[src/rtl/race_pkg.sv]
// Shared definitions for the race game controller: state encodings, layer colour
// limits and the active display area.
package race_pkg;

    typedef enum logic [1:0] {
        ST_IDLE  = 2'd0,
        ST_RUN   = 2'd1,
        ST_CRASH = 2'd2,
        ST_OVER  = 2'd3
    } game_state_t;

    localparam logic [11:0] COLOR_BLACK = 12'h000;
    localparam logic [11:0] COLOR_WHITE = 12'hFFF;

    localparam int H_ACTIVE = 640;
    localparam int V_ACTIVE = 480;
    localparam logic [9:0] LAST_COL = 10'(H_ACTIVE - 1);
    localparam logic [9:0] LAST_ROW = 10'(V_ACTIVE - 1);

    // Black and white are background/transparent; anything between is a drawn pixel.
    function automatic logic pixel_set(input logic [11:0] colour);
        return (colour > COLOR_BLACK) && (colour < COLOR_WHITE);
    endfunction

endpackage

[src/rtl/race_controller_collision.sv]
// Sticky overlap detector between the player-car and traffic layers; one register
// stage on the pixel flags, then a flag held until the controller clears it.
module collision_detect
    import race_pkg::*;
(
    input  logic        clk,
    input  logic        reset,
    input  logic [11:0] player_px,
    input  logic [11:0] traffic_px,
    input  logic        video_on,
    input  logic        enable,
    input  logic        clear,
    output logic        collision
);

    logic player_set_q;
    logic traffic_set_q;
    logic video_on_q;

    always_ff @(posedge clk or posedge reset) begin
        if (reset) begin
            player_set_q  <= 1'b0;
            traffic_set_q <= 1'b0;
            video_on_q    <= 1'b0;
            collision     <= 1'b0;
        end else begin
            player_set_q  <= pixel_set(player_px);
            traffic_set_q <= pixel_set(traffic_px);
            video_on_q    <= video_on;
            // Clear wins over a coinciding hit: the crash that clears it already consumed the frame.
            if (clear)
                collision <= 1'b0;
            else if (player_set_q && traffic_set_q && video_on_q && enable)
                collision <= 1'b1;
        end
    end

endmodule

[src/rtl/race_controller.sv]
// Race game sequencer: frame tick decode, start-edge detect, scroll/score/lives
// bookkeeping and the IDLE/RUN/CRASH/OVER game flow.
module race_controller
    import race_pkg::*;
#(
    parameter int LIVES_INIT   = 3,
    parameter int CRASH_FRAMES = 120,
    parameter int SCORE_MAX    = 9999,
    parameter int ROAD_HEIGHT  = 480
) (
    input  logic        clk,
    input  logic        reset,
    input  logic [9:0]  pix_row,
    input  logic [9:0]  pix_col,
    input  logic        video_on,
    input  logic [11:0] player_car_in,
    input  logic [11:0] moving_cars_in,
    input  logic        start_btn,
    output logic [9:0]  road_scroll,
    output logic [2:0]  traffic_speed,
    output logic [13:0] score,
    output logic [1:0]  lives,
    output logic [1:0]  game_state,
    output logic        crash_pulse
);

    localparam logic [10:0] ROAD_H     = 11'(ROAD_HEIGHT);
    localparam logic [13:0] SCORE_LIM  = 14'(SCORE_MAX);
    localparam logic [1:0]  LIVES_LOAD = 2'(LIVES_INIT);
    localparam logic [15:0] CRASH_LAST = 16'(CRASH_FRAMES - 1);

    game_state_t state_q, state_d;
    logic [13:0] score_d;
    logic [9:0]  scroll_d;
    logic [1:0]  lives_d;
    logic [15:0] crash_cnt_q, crash_cnt_d;
    logic        frame_tick;
    logic        start_q;
    logic        start_edge;
    logic        collision;
    logic        coll_clear;
    logic [10:0] scroll_sum;
    logic [9:0]  scroll_next;
    logic [4:0]  speed_raw;

    always_ff @(posedge clk or posedge reset) begin
        if (reset) begin
            frame_tick <= 1'b0;
            start_q    <= 1'b0;
        end else begin
            frame_tick <= video_on && (pix_row == LAST_ROW) && (pix_col == LAST_COL);
            start_q    <= start_btn;
        end
    end

    assign start_edge = start_btn && !start_q;

    collision_detect u_collision (
        .clk        (clk),
        .reset      (reset),
        .player_px  (player_car_in),
        .traffic_px (moving_cars_in),
        .video_on   (video_on),
        .enable     (state_q == ST_RUN),
        .clear      (coll_clear),
        .collision  (collision)
    );

    // Speed ramps by one every 1024 frames of score, capped at 7.
    always_comb begin
        speed_raw = 5'd2 + {1'b0, score[13:10]};
        if (state_q == ST_IDLE || state_q == ST_OVER)
            traffic_speed = 3'd0;
        else if (speed_raw > 5'd7)
            traffic_speed = 3'd7;
        else
            traffic_speed = speed_raw[2:0];
    end

    assign scroll_sum  = {1'b0, road_scroll} + {8'd0, traffic_speed};
    assign scroll_next = 10'((scroll_sum >= ROAD_H) ? (scroll_sum - ROAD_H) : scroll_sum);

    always_comb begin
        state_d     = state_q;
        score_d     = score;
        scroll_d    = road_scroll;
        lives_d     = lives;
        crash_cnt_d = crash_cnt_q;
        crash_pulse = 1'b0;
        coll_clear  = 1'b0;
        case (state_q)
            ST_IDLE, ST_OVER: begin
                if (start_edge) begin
                    state_d    = ST_RUN;
                    score_d    = 14'd0;
                    scroll_d   = 10'd0;
                    lives_d    = LIVES_LOAD;
                    coll_clear = 1'b1;
                end
            end
            ST_RUN: begin
                if (frame_tick) begin
                    if (collision) begin
                        crash_pulse = 1'b1;
                        coll_clear  = 1'b1;
                        lives_d     = lives - 2'd1;
                        crash_cnt_d = 16'd0;
                        state_d     = (lives == 2'd1) ? ST_OVER : ST_CRASH;
                    end else begin
                        scroll_d = scroll_next;
                        if (score < SCORE_LIM)
                            score_d = score + 14'd1;
                    end
                end
            end
            ST_CRASH: begin
                if (frame_tick) begin
                    crash_cnt_d = crash_cnt_q + 16'd1;
                    if (crash_cnt_d == CRASH_LAST)
                        state_d = ST_RUN;
                end
            end
            default: state_d = ST_IDLE;
        endcase
    end

    always_ff @(posedge clk or posedge reset) begin
        if (reset) begin
            state_q     <= ST_IDLE;
            score       <= 14'd0;
            road_scroll <= 10'd0;
            lives       <= LIVES_LOAD;
            crash_cnt_q <= 16'd0;
        end else begin
            state_q     <= state_d;
            score       <= score_d;
            road_scroll <= scroll_d;
            lives       <= lives_d;
            crash_cnt_q <= crash_cnt_d;
        end
    end

    assign game_state = state_q;

endmodule

[config.mk]
export PLATFORM = sky130hd
export DESIGN_NAME = race_controller
export DESIGN_NICKNAME = d
export VERILOG_FILES = /design/src/rtl/race_pkg.sv /design/src/rtl/race_controller_collision.sv /design/src/rtl/race_controller.sv
export SDC_FILE = /design/constraint.sdc
export NUM_CORES = 1
export LEC_CHECK = 0
export BUFFER_PORTS_ARGS = -buffer_cell sky130_fd_sc_hd__clkbuf_2
export CORE_ASPECT_RATIO = 2
export CORE_MARGIN = 2
export CORE_UTILIZATION = 49
export DETAILED_ROUTE_END_ITERATION = 16
export PLACE_DENSITY = 0.74
export SLEW_MARGIN = 20
export SYNTH_ARGS = -nofsm -noshare
export SYNTH_HDL_FRONTEND = slang
export SYNTH_HIERARCHICAL = 1
export SYNTH_SLANG_ARGS = --single-unit
[constraint.sdc]
create_clock -name clk -period 3.9 [get_ports clk]
set_input_delay 0.585 -clock clk [delete_from_list [all_inputs] [get_ports clk]]
set_output_delay 0.585 -clock clk [all_outputs]
set_load 0.005 [all_outputs]
==> results.md <==
- The flow ran to the end, and the final reports show no timing, DRC or antenna violations.
- Dividing total power by cell area gives a power density of 394.5 mW/mm^2.
- Entering global routing, the biggest net connects 28 pins.
- The remaining global-route overflow is 0.
- The die outline area is between 0.007 and 0.008 sq mm.
- The final cell count without fillers is about 550.
- Summing all non-filler instances in the final layout gives an area of around 0.0040 sq mm.
- Summing all flip-flop and latch instances after layout gives 0.001254 sq mm.
- The number of filler cells placed in the layout is 627.
- The data arrival time of the critical path is about 3.7 ns.
- The largest vdd supply drop is 268.5 uV.
- In the synthesized netlist the dominant register cell turns out to be dfrtp_1.
- The capture point of the critical path is road_scroll[7].
- The worst setup path category is reg -> reg.
- Setup repair after global routing left no endpoint under its margin.
- The count of warnings emitted by yosys is 6.
- The worst pin sits at a relative slew slack of 0.5015.
- For this run, the total global-route usage over all layers was measured as 0.2444.
- Synthesis handed over a netlist of approximately 390 instances.
- Sorting the synthesized cells by area gives the leading types as dfrtp_1 (36%), nand2_1 (5.7%), ha_1 (4.4%).
- The smallest clock period supported by the final layout is computed as ~3.5 ns.
- Relative to the synthesized area, the layout overhead comes to 18.53%.
- After routing, the total negative slack on setup checks comes to 0 ns.
- Once the clock tree was built, the setup fixing pass inserted 0 buffers.
- The via count of the first global-routing pass came to around 3300.
- The mean area per synthesized cell is 8.681 sq um.
- The first-pass GRT wire length is 14790 um.
- The cell sitting at the root of the clock tree is a clkbuf_16.
- For the worst setup path, the data required time is about 4 ns.
- The post-route antenna net violation count is 0.
- 0 antenna diodes ended up in the layout.
- The share of synthesized area in the top cell type comes to 0.3557.
- Buffers placed on the I/O ports in this run total 79.
- The largest fanout on the critical path is 7.
- The initialized floorplan defines between 40 and 50 standard-cell rows.
- Counting the buffers created by CTS gives 5.
- The post-route fraction of the period consumed by the critical path is 0.8906.
- The initial cell density of the core is 0.5100.
- The clock tree from TritonCTS is done.
- The cell area after placement is 0.003837 sq mm.
- After clock tree synthesis, the clock-pin slew on the worst setup and hold paths is 0.07 ns.
- The post-synthesis net count is 450.
- At the end of the flow, the number of nets in the layout was approximately 520.
- The die extent in x is ~63 um.
- The register-to-register setup slack is roughly 0.43 ns.
- The worst reg2reg path endpoint is road_scroll[7].
- The leading area contributor after synthesis is dfrtp_1.
- The detailed router placed about 3300 vias in this run.
- The average wire length per cell after detail routing is 16.01 um.
- The class of the tightest hold or removal check is in -> async.
- The area of the multi-input gates is approximately 0.0020 sq mm.
- The startpoint type of the worst setup path is a register.
- The worst-case clock buffer depth is 2.
- The leading cell type by number of instances after synthesis is nand2_1.
- The number of synthesized flops with an enable pin is 0.
- Setup violations remaining at the end of the flow were counted as 0.
- The unique cell type count in the Yosys netlist is 63.
- Wires add up to between 8000 and 9000 um.
- The cell depth of the worst flop-to-flop path is 16.
- The number of detailed-route iterations in the first pass is 4.
- The share of post-route cells with drive strength above 1 is 0.2333.
- For this design, the CTS-stage hold fixing added 0 buffers.
- The worst setup path is captured at a register.
- Summed over all cells, the static leakage comes to approximately 1.9 nW.
- The register bit count reported by yosys is 50.
- In the routed layout, each cell is associated on average with a via count of around 5.9.
- The hold violation count in the final report came to 0.
- For the final database, setup skew stands at roughly 0.0053 ns.
- The number of antenna violations at the first check in global routing was 0.
- The number of DRC markers in iteration 0 is 165.
- The critical register-to-register path startpoint is score[11].
- The power after layout is between 1.5 and 2 mW.
- The most critical setup path has its startpoint at score[11].
- The floorplan step defined a core boundary enclosing roughly 0.0066 sq mm.
- The die is about 120 um tall.
- The post-cts gate resize count is 0.
- The transition time at the pin with the least slew margin is 0.7449 ns.
- The fmax is ~0.29 GHz.
- The number of top-level design ports is 80.
- The detailed-route DRC error count is 0.
- In the synthesized netlist the async set-or-reset flop fraction comes to 1.000.
- After legalization and detailed placement, the total HPWL measured slightly below 7000 um.
- The H-tree was split into 2 levels.
- The count of max-cap constraint violations is 0.
- The sequential fraction of the synthesis area is 0.3712.
- The number of clock sinks seen by CTS is 50.
- Ranked by instance count, the synthesized netlist is headed by nand2_1 (51), dfrtp_1 (48), nor2_1 (34), o21ai_0 (24), a21oi_1 (20).
- The routability congestion estimate from global placement is about 0.90.
- At the later pin of the worst-skew pair, clock insertion delay measures roughly 0.29 ns.
- The mapped cell area is 0.003377 sq mm.
- The final count of pins violating max slew was 0.
- The number of placed instances, taps included, is 543.
==> registers in the layout, summed over array words and instances (netlist names) <==
name and flops:
crash_cnt_q 16, score 14, road_scroll 10, game_state 2, lives 2, frame_tick 1
start_q 1, u_collision/collision 1, u_collision/player_set_q 1, u_collision/traffic_set_q 1, u_collision/video_on_q 1
==> critical path, stage by stage (launching register included) <==
cell and delay [ns]:
dfrtp_1 0.45, ha_1 0.26, nand2_1 0.07, a21oi_1 0.04
nor2_1 0.14, a21oi_1 0.07, a21oi_1 0.31, ha_1 0.32
a21o_1 0.21, a21oi_1 0.20, nor2_1 0.08, xor2_1 0.23
ha_1 0.25, a21boi_1 0.23, xnor2_1 0.11, or3_1 0.35
o21ai_0 0.07
==> metrics by stage <==
step           utilization  setup slack [ns]  hold slack, ns
2_1_floorplan            -            0.5628          0.3511
3_3_place_gp        0.5796            0.6398          0.4661
3_5_place_dp        0.5796            0.4569          0.4765
4_1_cts             0.6045            0.4321          0.1650
5_1_grt             0.6045           0.09580          0.1710
6_report            0.6045            0.4266          0.1609
==> layer usage <==
layer	track usage	up-vias	part of all wire
li1	-	1576	-
met1	0.2495	1560	0.37
met2	0.4610	103	0.56
met3	0.04082	22	0.041
met4	0.1361	0	0.033
met5	0	-	0
==> kinds of logic (layout without fill, tap and decap cells) <==
| family | after synthesis | in the layout | share of synthesized area |
|---|---|---|---|
| simple gates | 176 | 176 | 0.2946 |
| compound gates | 95 | 95 | 0.1864 |
| fa+ha+maj | 13 | 13 | 0.05039 |
| flops | 50 | 50 | 0.3712 |
| mux | 4 | 4 | 0.01186 |
| buf+inv | 33 | 107 | 0.03890 |
| xor+xnor | 18 | 18 | 0.04669 |
==> how the worst min path moves through the flow <==
stage	end	startpoint	slack (ns)	depth (start not counted)
after floorplan	u_collision/collision	reset	0.35	1
after global placement	u_collision/video_on_q	reset	0.47	2
after detailed placement	u_collision/video_on_q	reset	0.48	2
after CTS	u_collision/video_on_q	reset	0.17	2
after global routing	u_collision/video_on_q	reset	0.17	2
final	u_collision/video_on_q	reset	0.16	2
==> cell usage in the layout (no fill, tap or decap), drive strengths merged, types with 14 or more instances in the layout <==
cell,netlist,final
a21oi,20,20
nand3,18,18
nand4,15,15
nand2,51,51
nor4,14,14
clkbuf,11,84
inv,16,15
o21ai,24,24
nor2,35,35
dfrtp,48,48
==> power breakdown <==
part           internal, mW  switching [mW]
clock                 0.300           0.193
sequential            0.573          0.0754
combinational         0.177           0.260
total                  1.05           0.528
==> final cells by class <==
| class | count | area share |
|---|---|---|
| multi-input combinational | 306 | 0.4977 |
| sequential | 50 | 0.3132 |
| timing repair buffer | 82 | 0.1044 |
| clock buffer | 5 | 0.03126 |
| tap | 88 | 0.02751 |
| inverter | 17 | 0.01594 |
| clock inverter | 3 | 0.01000 |
No activity file was read; power rests on OpenSTA's default activity.
